==> src/rtl/spi_reg_pkg.sv <==
// Shared constants and types for the SPI register peripheral.
// Register map, frame geometry and controller FSM states.
package spi_reg_pkg;

  localparam int FRAME_BITS = 16;
  localparam int CNT_W      = 5;
  localparam logic [CNT_W-1:0] CNT_MAX = 5'd31;

  localparam int ADDR_EN_OUT_LO = 0;
  localparam int ADDR_EN_OUT_HI = 1;
  localparam int ADDR_EN_PWM_LO = 2;
  localparam int ADDR_EN_PWM_HI = 3;
  localparam int ADDR_DUTY      = 4;

  typedef enum logic [1:0] {
    IDLE   = 2'd0,
    ACTIVE = 2'd1,
    COMMIT = 2'd2
  } state_t;

endpackage

==> src/rtl/spi_sync_edge.sv <==
// N-stage pin synchronizer with one-clock rise/fall pulses.
// Edges are masked until the chain has flushed after reset so preset values never fake an edge.
module spi_sync_edge #(
  parameter int   STAGES    = 2,
  parameter logic RESET_VAL = 1'b0
) (
  input  logic clk,
  input  logic rst,
  input  logic din,
  output logic level,
  output logic rise,
  output logic fall
);

  logic [STAGES-1:0] chain;
  logic              prev;
  logic [STAGES:0]   warm;

  // synchronizer chain, edge-history flop and post-reset warm-up mask
  always_ff @(posedge clk) begin
    if (rst) begin
      chain <= {STAGES{RESET_VAL}};
      prev  <= RESET_VAL;
      warm  <= {(STAGES+1){1'b0}};
    end else begin
      chain <= {chain[STAGES-2:0], din};
      prev  <= chain[STAGES-1];
      warm  <= {warm[STAGES-1:0], 1'b1};
    end
  end

  assign level = chain[STAGES-1];
  assign rise  = warm[STAGES] &  level & ~prev;
  assign fall  = warm[STAGES] & ~level &  prev;

endmodule

==> src/rtl/spi_reg_peripheral.sv <==
// SPI Mode-0 responder holding the PWM control registers.
// 16-bit frames: R/W, 7-bit address, 8-bit data, MSB first; read data returned on CIPO.
module spi_reg_peripheral
  import spi_reg_pkg::*;
#(
  parameter int NUM_REGS    = 5,
  parameter int ADDR_W      = 7,
  parameter int DATA_W      = 8,
  parameter int SYNC_STAGES = 2
) (
  input  logic              clk,
  input  logic              rst,
  input  logic              sclk,
  input  logic              copi,
  input  logic              ncs,
  output logic              cipo,
  output logic              cipo_oe,
  output logic [DATA_W-1:0] en_reg_out_7_0,
  output logic [DATA_W-1:0] en_reg_out_15_8,
  output logic [DATA_W-1:0] en_reg_pwm_7_0,
  output logic [DATA_W-1:0] en_reg_pwm_15_8,
  output logic [DATA_W-1:0] pwm_duty_cycle,
  output logic              wr_strobe
);

  localparam int FW = 1 + ADDR_W + DATA_W;

  logic sclk_level, sclk_rise, sclk_fall;
  logic copi_s, copi_rise, copi_fall;
  logic ncs_level, ncs_rise, ncs_fall;
  logic unused_sync;

  spi_sync_edge #(.STAGES(SYNC_STAGES), .RESET_VAL(1'b0)) u_sync_sclk (
    .clk(clk), .rst(rst), .din(sclk), .level(sclk_level), .rise(sclk_rise), .fall(sclk_fall)
  );
  spi_sync_edge #(.STAGES(SYNC_STAGES), .RESET_VAL(1'b0)) u_sync_copi (
    .clk(clk), .rst(rst), .din(copi), .level(copi_s), .rise(copi_rise), .fall(copi_fall)
  );
  spi_sync_edge #(.STAGES(SYNC_STAGES), .RESET_VAL(1'b1)) u_sync_ncs (
    .clk(clk), .rst(rst), .din(ncs), .level(ncs_level), .rise(ncs_rise), .fall(ncs_fall)
  );

  assign unused_sync = ^{sclk_level, copi_rise, copi_fall, ncs_level};

  state_t            state, state_nxt;
  logic [CNT_W-1:0]  cnt, cnt_nxt;
  logic [FW-1:0]     shift, shift_nxt;
  logic [DATA_W-1:0] rd_shift, rd_nxt;
  logic              cipo_nxt, oe_nxt;
  logic [DATA_W-1:0] regs [NUM_REGS];

  logic [ADDR_W-1:0] rd_addr;
  logic [DATA_W-1:0] rd_val;
  logic [ADDR_W-1:0] frame_addr;
  logic [DATA_W-1:0] frame_data;
  logic              commit_wr;

  // Header completes on the rise that brings the count to ADDR_W+1, so the last address bit is still on copi_s.
  assign rd_addr    = {shift[ADDR_W-2:0], copi_s};
  assign frame_addr = shift[FW-2:DATA_W];
  assign frame_data = shift[DATA_W-1:0];
  assign commit_wr  = (state == COMMIT) && (cnt == CNT_W'(FW)) && shift[FW-1]
                      && (frame_addr < ADDR_W'(NUM_REGS));

  // read-back mux; unimplemented addresses read as zero
  always_comb begin
    rd_val = {DATA_W{1'b0}};
    for (int i = 0; i < NUM_REGS; i++) begin
      rd_val = (rd_addr == ADDR_W'(i)) ? regs[i] : rd_val;
    end
  end

  // FSM next-state and datapath next values
  always_comb begin
    state_nxt = state;
    cnt_nxt   = cnt;
    shift_nxt = shift;
    rd_nxt    = rd_shift;
    cipo_nxt  = cipo;
    oe_nxt    = cipo_oe;
    case (state)
      IDLE: begin
        if (ncs_fall) begin
          state_nxt = ACTIVE;
          cnt_nxt   = {CNT_W{1'b0}};
          shift_nxt = {FW{1'b0}};
          rd_nxt    = {DATA_W{1'b0}};
        end else begin
          state_nxt = IDLE;
        end
      end
      ACTIVE: begin
        if (ncs_rise) begin
          state_nxt = COMMIT;
        end else if (sclk_rise) begin
          shift_nxt = {shift[FW-2:0], copi_s};
          cnt_nxt   = (cnt == CNT_MAX) ? CNT_MAX : cnt + 5'd1;
          if ((cnt == CNT_W'(ADDR_W)) && !shift[ADDR_W-1]) begin
            rd_nxt = rd_val;
            oe_nxt = 1'b1;
          end else begin
            rd_nxt = rd_shift;
            oe_nxt = cipo_oe;
          end
        end else if (sclk_fall && cipo_oe) begin
          cipo_nxt = rd_shift[DATA_W-1];
          rd_nxt   = {rd_shift[DATA_W-2:0], 1'b0};
        end else begin
          state_nxt = ACTIVE;
        end
      end
      COMMIT: begin
        state_nxt = IDLE;
        cipo_nxt  = 1'b0;
        oe_nxt    = 1'b0;
      end
      default: begin
        state_nxt = IDLE;
        cipo_nxt  = 1'b0;
        oe_nxt    = 1'b0;
      end
    endcase
  end

  // FSM state, frame shifter and CIPO output registers
  always_ff @(posedge clk) begin
    if (rst) begin
      state     <= IDLE;
      cnt       <= {CNT_W{1'b0}};
      shift     <= {FW{1'b0}};
      rd_shift  <= {DATA_W{1'b0}};
      cipo      <= 1'b0;
      cipo_oe   <= 1'b0;
      wr_strobe <= 1'b0;
    end else begin
      state     <= state_nxt;
      cnt       <= cnt_nxt;
      shift     <= shift_nxt;
      rd_shift  <= rd_nxt;
      cipo      <= cipo_nxt;
      cipo_oe   <= oe_nxt;
      wr_strobe <= commit_wr;
    end
  end

  // register file, written only by a complete 16-bit write frame
  always_ff @(posedge clk) begin
    if (rst) begin
      for (int i = 0; i < NUM_REGS; i++) begin
        regs[i] <= {DATA_W{1'b0}};
      end
    end else if (commit_wr) begin
      for (int i = 0; i < NUM_REGS; i++) begin
        if (frame_addr == ADDR_W'(i)) begin
          regs[i] <= frame_data;
        end
      end
    end
  end

  assign en_reg_out_7_0  = regs[ADDR_EN_OUT_LO];
  assign en_reg_out_15_8 = regs[ADDR_EN_OUT_HI];
  assign en_reg_pwm_7_0  = regs[ADDR_EN_PWM_LO];
  assign en_reg_pwm_15_8 = regs[ADDR_EN_PWM_HI];
  assign pwm_duty_cycle  = regs[ADDR_DUTY];

endmodule

==> config.mk <==
export PLATFORM = sky130hd
export DESIGN_NAME = spi_reg_peripheral
export DESIGN_NICKNAME = d
export VERILOG_FILES = /design/src/rtl/spi_reg_pkg.sv /design/src/rtl/spi_sync_edge.sv /design/src/rtl/spi_reg_peripheral.sv
export SDC_FILE = /design/constraint.sdc
export NUM_CORES = 1
export LEC_CHECK = 0
export BUFFER_PORTS_ARGS = -buffer_cell sky130_fd_sc_hd__clkbuf_2
export CORE_UTILIZATION = 60
export DETAILED_ROUTE_END_ITERATION = 10
export HOLD_SLACK_MARGIN = 0.12
export PLACE_DENSITY = 0.82
export SYNTH_ARGS = -nofsm -noshare
export SYNTH_HDL_FRONTEND = slang
export SYNTH_HIERARCHICAL = 1
export SYNTH_SLANG_ARGS = --single-unit
==> constraint.sdc <==
create_clock -name clk -period 3.24 [get_ports clk]
set_input_delay 0.648 -clock clk [delete_from_list [all_inputs] [get_ports clk]]
set_output_delay 0.648 -clock clk [all_outputs]
set_load 0.02 [all_outputs]
==> flow_metrics.env <==
export IMPL_dpl_cell_area_um2=3814
export IMPL_p_seq_frac=0.619
export IMPL_cts_buffer_depth=2
export IMPL_fin_crit_ns=2.172
export IMPL_fp_dieW_um=79.15
export IMPL_first_global_vias=2253
export IMPL_worstSetupEndpointType="flip-flop"
export IMPL_dp_cells=406
export IMPL_root_buffer="clkbuf_8"
export IMPL_r2r_end="regs[0][2]"
export IMPL_multi_input_area_um2=1270
export IMPL_p_leak_uw=0.001462
export IMPL_met1_usage=0.3751
export IMPL_yosys_warnings=6
export IMPL_reg2regPathDepth=4
export IMPL_track_usage=0.2548
export IMPL_p_comb_frac=0.046
export IMPL_insertion_delay_ns=0.35
export IMPL_max_cap_violations=0
export IMPL_holdPathStages=1
export IMPL_rsz0062_at_grt="false"
export IMPL_grt_max_degree=52
export IMPL_crit_start="state[1]"
export IMPL_coreArea_um2=5608
export IMPL_finalMaxSlewViolations=0
export IMPL_power_uw=1939
export IMPL_reg2reg_slack_ns=1.07
export IMPL_overflow=0
export IMPL_gp_congestion=0.8282
export IMPL_dr_pass1_iters=5
export IMPL_p_clk_frac=0.335
export IMPL_synth_fp_nets=308
export IMPL_antenna_found_initial=0
export IMPL_vias=2593
export IMPL_ir_drop_v=0.0002668
export IMPL_syn_cell_area_um2=3571
export IMPL_holdPathEnd="u_sync_ncs/chain[1]"
export IMPL_top_usage_layer="met1"
export IMPL_grtUsageMet2=0.3724
export IMPL_synth_cells=301
export IMPL_p_sw_uw=428.0
export IMPL_fin_crit_sh=0.6704
export IMPL_swShare=0.2207
export IMPL_cts_setup_buffers=0
export IMPL_antenna_cells=0
export IMPL_initial_core_util=0.6368
export IMPL_status="completed"
export IMPL_tritoncts="yes"
export IMPL_htree_levels=3
export IMPL_grtUsageMet3=0.03678
export IMPL_fmax_mhz=460.4
export IMPL_drtIter0Drc=281
export IMPL_cts_sinks=88
export IMPL_required_ns=3.26
export IMPL_wl_per_cell_um=17.85
export IMPL_holdBufCountCts=0
export IMPL_ioPinCount=48
export IMPL_regArea_um2=2162
export IMPL_crit_fanout=12
export IMPL_ant_nets=0
export IMPL_cts_resized_gates=0
export IMPL_layout_cells_non_filler=422
export IMPL_worst_pin_slew_ns=1.003
export IMPL_wirelength_um=7534
export IMPL_finalSetupTns_ns=0
export IMPL_setup_viol=0
export IMPL_slew_headroom=0.3305
export IMPL_io_buffer_count=47
export IMPL_p_int_uw=1511
export IMPL_fin_skew_ns=0.007302
export IMPL_layout_nets=352
export IMPL_area_growth_syn_to_layout_pct=11.42
export IMPL_die_area_um2=6264
export IMPL_hold_class="reg -> reg"
export IMPL_rows=27
export IMPL_reg2reg_from="state[1]"
export IMPL_hold_start="u_sync_ncs/chain[0]"
export IMPL_setup_worst_path_class="reg -> reg"
export IMPL_final_hold_violation_count=0
export IMPL_place_hpwl_um=5065
export IMPL_cts_buffers=9
export IMPL_final_layout_size_suffix_gt1_frac=0.2171
export IMPL_design_area_um2=3979
export IMPL_drc=0
export IMPL_critPathArrivalTime_ns=2.19
export IMPL_avgSynthCellArea_um2=11.86
export IMPL_grt_pass1_wl_um=11790
export IMPL_start_kind="flip-flop"
export IMPL_viasPerCell=6.145
export IMPL_die_h_um=79.15
export IMPL_fillCellCount=420
export IMPL_clk_pin_slew_ns=0.08
export IMPL_power_density_nw_per_um2=487.3
-- metrics by stage --
| stage | hold slack [ns] | util | setup WS [ns] |
|---|---|---|---|
| after floorplan | 0.3832 | - | 1.387 |
| after global placement | 0.3899 | 0.6801 | 0.9378 |
| after detailed placement | 0.3919 | 0.6801 | 0.9314 |
| after CTS | 0.4116 | 0.7095 | 1.094 |
| after global routing | 0.4397 | 0.7095 | 0.8405 |
| final | 0.4097 | 0.7095 | 1.068 |
-- final cells by class --
cell class / instances / area share
Clock inverter: 3 / 0.004088
Multi-Input combinational cell: 187 / 0.3192
Timing Repair Buffer: 50 / 0.06478
Inverter: 9 / 0.008491
Tap cell: 72 / 0.02264
Sequential cell: 88 / 0.5434
Clock buffer: 13 / 0.03742
-- how the worst max path moves through the flow --
stage | slack, ns | to | depth (start not counted)
after floorplan | 1.39 | regs[0][0] | 4
after global placement | 0.94 | regs[0][2] | 5
after detailed placement | 0.93 | regs[0][2] | 5
after CTS | 1.09 | regs[0][2] | 4
after global routing | 0.84 | regs[0][2] | 4
final | 1.07 | regs[0][2] | 4
-- registers in the layout, indices dropped and copies added, names as in the netlist, 2 cells and up --
name / cells
u_sync_ncs/chain: 2
cnt: 5
regs: 40
shift: 16
rd_shift: 8
u_sync_sclk/warm: 3
u_sync_ncs/warm: 3
state: 2
u_sync_sclk/chain: 2
u_sync_copi/chain: 2
-- power groups by stage --
stage / Sequential (uW) / Clock, uW / Combinational, uW
6_report: 1200 / 650 / 88.5
5_1_grt: 1200 / 695 / 95.3
4_1_cts: 1200 / 657 / 89.0
3_5_place_dp: 1230 / 0 / 88.5
3_3_place_gp: 1220 / 0 / 86.2
2_1_floorplan: 1240 / 0 / 42.1
-- cell usage in the layout (no fill, tap or decap), types with 2 or more instances in the layout --
cell type / count
nand3b_1: 10
nor2_4: 2
clkinv_2: 2
o21bai_1: 7
or2_1: 3
nand2_1: 11
nor2_1: 28
edfxtp_1: 40
a22oi_1: 17
nand2b_1: 2
clkbuf_2: 47
a311oi_1: 7
o221ai_1: 7
clkbuf_8: 10
and2_1: 9
inv_1: 9
dfxtp_1: 48
nor3_1: 4
and3b_1: 4
a21oi_1: 19
clkbuf_1: 3
o21ai_0: 7
buf_4: 3
ha_1: 2
mux2i_1: 8
nand4_1: 2
a21o_1: 3
a31o_2: 4
nor2b_1: 11
-- metal layers --
metal | up-vias | wire length (um) | part of all wire
met4 | 0 | 125 | 0.017
met1 | 1235 | 3333 | 0.44
li1 | 1207 | - | -
met2 | 140 | 3502 | 0.46
met3 | 11 | 574 | 0.076
met5 | - | 0 | 0
-- critical path, stage by stage (launching register included) --
cell and delay, ns:
dfxtp_1 0.57, and4b_1 0.26, and4_1 0.34, nor2b_1 0.30, a21o_1 0.37
(Power assumes the default switching activity.)
